`config.mk`:
```
export PLATFORM = sky130hd
export DESIGN_NAME = mont_operand_pairer
export DESIGN_NICKNAME = d
export VERILOG_FILES = /design/src/rtl/mont_pkg.sv /design/src/rtl/mont_pair_fifo.sv /design/src/rtl/mont_operand_pairer.sv
export SDC_FILE = /design/constraint.sdc
export NUM_CORES = 1
export LEC_CHECK = 0
export BUFFER_PORTS_ARGS = -buffer_cell sky130_fd_sc_hd__buf_4
export CAP_MARGIN = 10
export CORE_AREA = 2 2 280 254
export CTS_CLUSTER_SIZE = 40
export DETAILED_ROUTE_END_ITERATION = 8
export DIE_AREA = 0 0 282 256
export SYNTH_ARGS = -nofsm -noshare
export SYNTH_HDL_FRONTEND = slang
export SYNTH_SLANG_ARGS = --single-unit
```
`constraint.sdc`:
```
create_clock -name clk -period 24.9 [get_ports clk]
set_clock_uncertainty 0.1 [all_clocks]
set_input_delay 1.245 -clock clk [delete_from_list [all_inputs] [get_ports clk]]
set_output_delay 1.245 -clock clk [all_outputs]
set_load 0.02 [all_outputs]
```
`src/rtl/mont_pkg.sv`:
```
// mont_pkg: constants, helpers and shared types for the Montgomery pipeline.
//   MONT_N, MONT_N_INV, MONT_R2 : modulus 2^64-15 and its Montgomery constants
//   mont_reduce_once            : single conditional subtract of N (valid for w < 2N)
//   mont_pair_t                 : operand pair {a, b}
//   pair_state_t                : pairing FSM states
package mont_pkg;
   localparam logic [63:0] MONT_N     = 64'hFFFFFFFFFFFFFFF1;
   localparam logic [63:0] MONT_N_INV = 64'heeeeeeeeeeeeeeef;
   localparam logic [63:0] MONT_R2    = 64'he1;

   typedef struct packed {
      logic [63:0] a;
      logic [63:0] b;
   } mont_pair_t;

   typedef enum logic {
      ST_EMPTY,
      ST_HOLD_A
   } pair_state_t;

   // Any 64-bit word is below 2N, so one subtraction fully reduces it.
   function automatic logic [63:0] mont_reduce_once(input logic [63:0] w);
      return (w >= MONT_N) ? w - MONT_N : w;
   endfunction
endpackage

```
`src/rtl/mont_pair_fifo.sv`:
```
// mont_pair_fifo: small synchronous FIFO of operand pairs.
//   clk, rst   : clock, asynchronous active-high reset (storage cleared)
//   push       : write push_data (ignored when full unless popping)
//   push_data  : pair to store
//   pop        : remove head (ignored when empty)
//   head       : head entry, registered storage only
//   count      : occupancy, 0..DEPTH
//   full/empty : occupancy flags
module mont_pair_fifo
   import mont_pkg::*;
#(
   parameter int DEPTH = 4
) (
   input  logic                     clk,
   input  logic                     rst,
   input  logic                     push,
   input  mont_pair_t               push_data,
   input  logic                     pop,
   output mont_pair_t               head,
   output logic [$clog2(DEPTH):0]   count,
   output logic                     full,
   output logic                     empty
);
   localparam int AW = $clog2(DEPTH);

   mont_pair_t        mem_q [DEPTH];
   logic [AW-1:0]     wr_q;
   logic [AW-1:0]     rd_q;
   logic [AW:0]       cnt_q;
   logic              do_pop;
   logic              do_push;

   assign empty   = (cnt_q == '0);
   assign full    = (cnt_q == (AW+1)'(DEPTH));
   assign do_pop  = pop && !empty;
   // A pop in the same cycle frees the slot, so a full FIFO may still accept.
   assign do_push = push && (!full || do_pop);
   assign head    = mem_q[rd_q];
   assign count   = cnt_q;

   always_ff @(posedge clk or posedge rst) begin
      if (rst) begin
         for (int i = 0; i < DEPTH; i++) mem_q[i] <= '0;
         wr_q  <= '0;
         rd_q  <= '0;
         cnt_q <= '0;
      end else begin
         if (do_push) begin
            mem_q[wr_q] <= push_data;
            wr_q        <= wr_q + AW'(1);
         end
         if (do_pop) rd_q <= rd_q + AW'(1);
         cnt_q <= cnt_q + {{AW{1'b0}}, do_push} - {{AW{1'b0}}, do_pop};
      end
   end
endmodule

```
`src/rtl/mont_operand_pairer.sv`:
```
// mont_operand_pairer: reduces incoming words mod N and pairs them into (a, b) operands.
//   word_in, word_last, taken, ready_in : word stream handshake (accept = taken && ready_in)
//   a, b, ready_out, given              : head pair handshake (pop = given && ready_out)
//   pair_count                          : pairs pushed since reset, wraps at 2^16
//   drop                                : sticky, a word arrived while ready_in was low
module mont_operand_pairer
   import mont_pkg::*;
#(
   parameter int DEPTH = 4
) (
   input  logic        clk,
   input  logic        rst,
   input  logic [63:0] word_in,
   input  logic        word_last,
   input  logic        taken,
   output logic        ready_in,
   output logic [63:0] a,
   output logic [63:0] b,
   output logic        ready_out,
   input  logic        given,
   output logic [15:0] pair_count,
   output logic        drop
);
   pair_state_t              state_q, state_d;
   logic [63:0]              a_hold_q, a_hold_d;
   logic [15:0]              pair_count_q;
   logic                     drop_q;
   logic [63:0]              red;
   logic                     accept;
   logic                     pop;
   logic                     push;
   mont_pair_t               push_data;
   mont_pair_t               head;
   logic [$clog2(DEPTH):0]   count;
   logic                     full;
   logic                     empty;

   assign red       = mont_reduce_once(word_in);
   assign ready_out = !empty;
   assign pop       = given && ready_out;
   // Conservative: low whenever full, even if the next word would only be held.
   assign ready_in  = !full || pop;
   assign accept    = taken && ready_in;
   assign a         = head.a;
   assign b         = head.b;
   assign pair_count = pair_count_q;
   assign drop      = drop_q;

   always_comb begin
      state_d   = state_q;
      a_hold_d  = a_hold_q;
      push      = 1'b0;
      push_data = '{a: red, b: 64'd1};
      if (accept) begin
         if (state_q == ST_HOLD_A) begin
            push      = 1'b1;
            push_data = '{a: a_hold_q, b: red};
            state_d   = ST_EMPTY;
         end else if (word_last) begin
            push = 1'b1;
         end else begin
            a_hold_d = red;
            state_d  = ST_HOLD_A;
         end
      end
   end

   always_ff @(posedge clk or posedge rst) begin
      if (rst) begin
         state_q      <= ST_EMPTY;
         a_hold_q     <= '0;
         pair_count_q <= '0;
         drop_q       <= 1'b0;
      end else begin
         state_q      <= state_d;
         a_hold_q     <= a_hold_d;
         pair_count_q <= pair_count_q + {15'd0, push};
         drop_q       <= drop_q | (taken && !ready_in);
      end
   end

   mont_pair_fifo #(.DEPTH(DEPTH)) u_fifo (
      .clk       (clk),
      .rst       (rst),
      .push      (push),
      .push_data (push_data),
      .pop       (pop),
      .head      (head),
      .count     (count),
      .full      (full),
      .empty     (empty)
   );
endmodule

```
==> impl_metrics.csv <==
group,metric,value,unit
run_status,status,"completed",
drt,via_per_inst,6.37,
global_route,grt_max_degree,224,
drt,drc,0,
floorplan,start_util,38.7,%
sta,final.min_clock_period,4.77,ns
synth,async_reset_ff_share,100,%
layout,fillCellCount,6180,
layout,drive_above_1_share,31.2,%
global_route,track_usage,23.7,%
synth,ys_seq_elements,601,
placed_design,dpl.cell_count,2909,
sta,rsz0062_at_grt,"false",
global_route,grt_pass1_vias,19761,
layout,syn_to_final_growth,16.6,%
pwr,leakagePower,13.5,nW
sta,report.final.hold_viol_count,0,
clock_network,clkLatencyLatePin,0.61,ns
pwr,power_density,136,nW/um^2
sta,fmax,210,MHz
clock_network,clockRootBuffer,"clkbuf_16",
floorplan,die_w,282,microns
sta,slew_violations,0,
synth,synthFlopType,"dfrtp_1",
floorplan,boundaryPins,216,
worst_setup_path,cp-start-kind,"flop",
clock_network,postCtsSetupBuffers,0,
placed_design,dp_hpwl,50600,microns
clock_network,cts_buffers,66,
layout,nets,2119,
clock_network,holdBufCountCts,0,
clock_network,clock-sinks,601,
floorplan,die_height,256,microns
global_route,antenna_found_initial,8,
drt,drt-wirelength-per-cell,28.4,microns
layout,final_cells,3026,
floorplan,core,69400,sq um
clock_network,cts_resized,0,
drt,drt-pass1-iter-count,5,
placed_design,gp_congestion,0.801,
worst_setup_path,worstPathArrival,3.43,ns
global_route,grt_first_pass_wirelength,129000,microns
worst_setup_path,path_max_fanout,47,
drt,routed_wl,86100,microns
placed_design,port_buffers,215,
pwr,peakVddDrop,0.0726,mV
worst_setup_path,reg2reg_depth,9,
clock_network,ctsLongestPathBuffers,3,
placed_design,place_area,29200,sq um
sta,slew_headroom,24.7,%
layout,fin_area,31300,sq um
synth,syn_area_per_cell,13.7,sq um
global_route,gr-total-overflow,0,
layout,register_area,15000,sq um
floorplan,die_area,72200,sq um
layout,multi_input_area,11000,sq um
floorplan,row_count,92,
sta,tightest_slew,1.13,ns
run,max_cap_viol_count,0,
synth,seq_area_frac_synth,56.0,%
synth,postSynthCellCount,1955,
worst_setup_path,crit_required,23.55,ns
sta,period_share,19.2,%
sta,setup_viol,0,
clock_network,cts_tree,"built",
sta,holdWs,0.360,ns
synth,synth_edf_count,0,
synth,syn_area,26800,sq um
drt,ant_nets,0,
clock_network,clkTransAtPathRegs,0.06,ns
worst_hold_path,min_path_cells,1,
worst_hold_path,hold_class,"reg -> reg",
sta,setup_tns,0,ns
synth,synth_cell_types,51,
worst_setup_path,critPathKind,"reg -> out",
worst_setup_path,end_kind,"output port",
drt,routed-via-count,19262,
synth,synth_warnings,0,
drt,drtIter0Drc,1905,
clock_network,cts_max_level,3,
synth,syn_nets,2036,
per-stage QoR:
step | total power [mW] | setup slack [ns] | util (%)
floorplan | 2.67 | 6.73 | -
global placement | 3.26 | 20.19 | 42.0
detailed placement | 3.32 | 20.09 | 42.0
CTS | 4.28 | 20.04 | 45.0
global route | 4.45 | 19.93 | 45.1
finish | 4.24 | 20.13 | 45.1
state kept, by name (all words and copies together) (netlist names):
signal and count:
a_hold_q 64, drop 1, pair_count 16, state_q 1
u_fifo.count 3, u_fifo.mem_q 512, u_fifo.rd_q 2, u_fifo.wr_q 2
placed cells by master (no fill, tap or decap), types with 16 or more instances in the layout:
| master | Yosys | layout |
|---|---|---|
| a22oi_1 | 90 | 90 |
| a32o_1 | 240 | 240 |
| dfrtp_1 | 601 | 599 |
| buf_4 | 1 | 249 |
| nand2_1 | 75 | 71 |
| xnor2_1 | 16 | 16 |
| a22o_1 | 60 | 60 |
| and2_1 | 25 | 21 |
| mux4_2 | 128 | 128 |
| nand4_1 | 22 | 22 |
| o31ai_1 | 20 | 20 |
| mux2_2 | 120 | 120 |
| clkbuf_1 | 160 | 17 |
| nor2_1 | 25 | 16 |
| clkbuf_16 | 0 | 69 |
| and3_1 | 38 | 37 |
| a221o_1 | 30 | 30 |
| o21ai_0 | 93 | 93 |
cells by family after synthesis:
logic type | Yosys count | share of synthesized area (%)
multiplexers | 249 | 15.8
flip-flops | 601 | 56.0
buffers and inverters | 249 | 3.72
AND/OR/NAND/NOR | 236 | 4.74
AO/OA/AOI/OAI | 588 | 18.4
XOR/XNOR | 20 | 0.681
adder cells (fa/ha/maj) | 12 | 0.587
synth_stat cells (2+ instances only):
library cell / number / share of area [%]
ha_1: 11 / 0.51
and3_1: 38 / 0.89
o21ai_0: 93 / 1.7
nand2_1: 75 / 1.0
xor2_1: 3 / 0.098
a32o_1: 240 / 9.0
or3_1: 2 / 0.047
o21ai_1: 3 / 0.056
and2_0: 13 / 0.30
a31oi_1: 11 / 0.26
nand3_1: 12 / 0.22
and2_1: 25 / 0.58
nor4_1: 4 / 0.093
a22o_1: 60 / 2.0
dfrtp_1: 601 / 56
xnor2_1: 16 / 0.52
a21oi_1: 4 / 0.075
o31ai_1: 20 / 0.56
buf_1: 28 / 0.39
a31o_2: 15 / 0.49
clkbuf_1: 160 / 2.2
buf_2: 38 / 0.71
nor2_1: 25 / 0.35
nand4_1: 22 / 0.51
mux2_2: 120 / 5.0
a31o_1: 15 / 0.49
nor3_1: 4 / 0.075
o31a_1: 2 / 0.065
mux4_2: 128 / 11
a221o_1: 30 / 1.1
nor3_4: 2 / 0.12
a22oi_1: 90 / 2.5
clkbuf_2: 10 / 0.19
nor3b_1: 2 / 0.056
o311ai_1: 3 / 0.098
inv_1: 12 / 0.17
nand2b_1: 4 / 0.093
path summary, 6_finish.rpt:
path                       slack, ns                 to            start
min reg2reg                     0.36               drop             drop
min in group asynchronous       0.74  u_fifo.mem_q[262]              rst
min                             0.36               drop             drop
max                            20.13              a[48]   u_fifo.rd_q[1]
max reg2reg                    21.13  u_fifo.mem_q[380]  u_fifo.count[2]
max in group asynchronous      21.35  u_fifo.mem_q[299]              rst
area by class of cell:
type / instances / share of cell area [%]
timing repair buffer: 252 / 6.19
tap: 940 / 3.76
multi-input combinational: 1105 / 35.1
inverter: 12 / 0.168
clock buffer: 98 / 6.25
antenna: 2 / 0.0160
clock inverter: 16 / 0.384
sequential: 601 / 48.1
where the power goes:
part	leakage, nW	internal [mW]	switching (mW)	total [mW]
registers	7.78	1.37	0.264	1.63
clock network	1.02	0.553	0.395	0.948
logic	4.70	0.787	0.873	1.66
layer usage:
metal | share of wire [%] | vias up | GRT usage (%)
met5 | 0.064 | - | 0
met4 | 3.5 | 10 | 8.89
met3 | 8.9 | 173 | 6.10
met2 | 48 | 934 | 37.1
met1 | 40 | 10244 | 31.7
li1 | - | 7901 | -
worst max-delay path, cell delays in order, from the launching register on:
cell	delay, ns
dfrtp_4	0.94
buf_4	0.89
mux4_2	0.71
buf_4	0.20
Note: power is estimated with default switching activity, not from simulation.
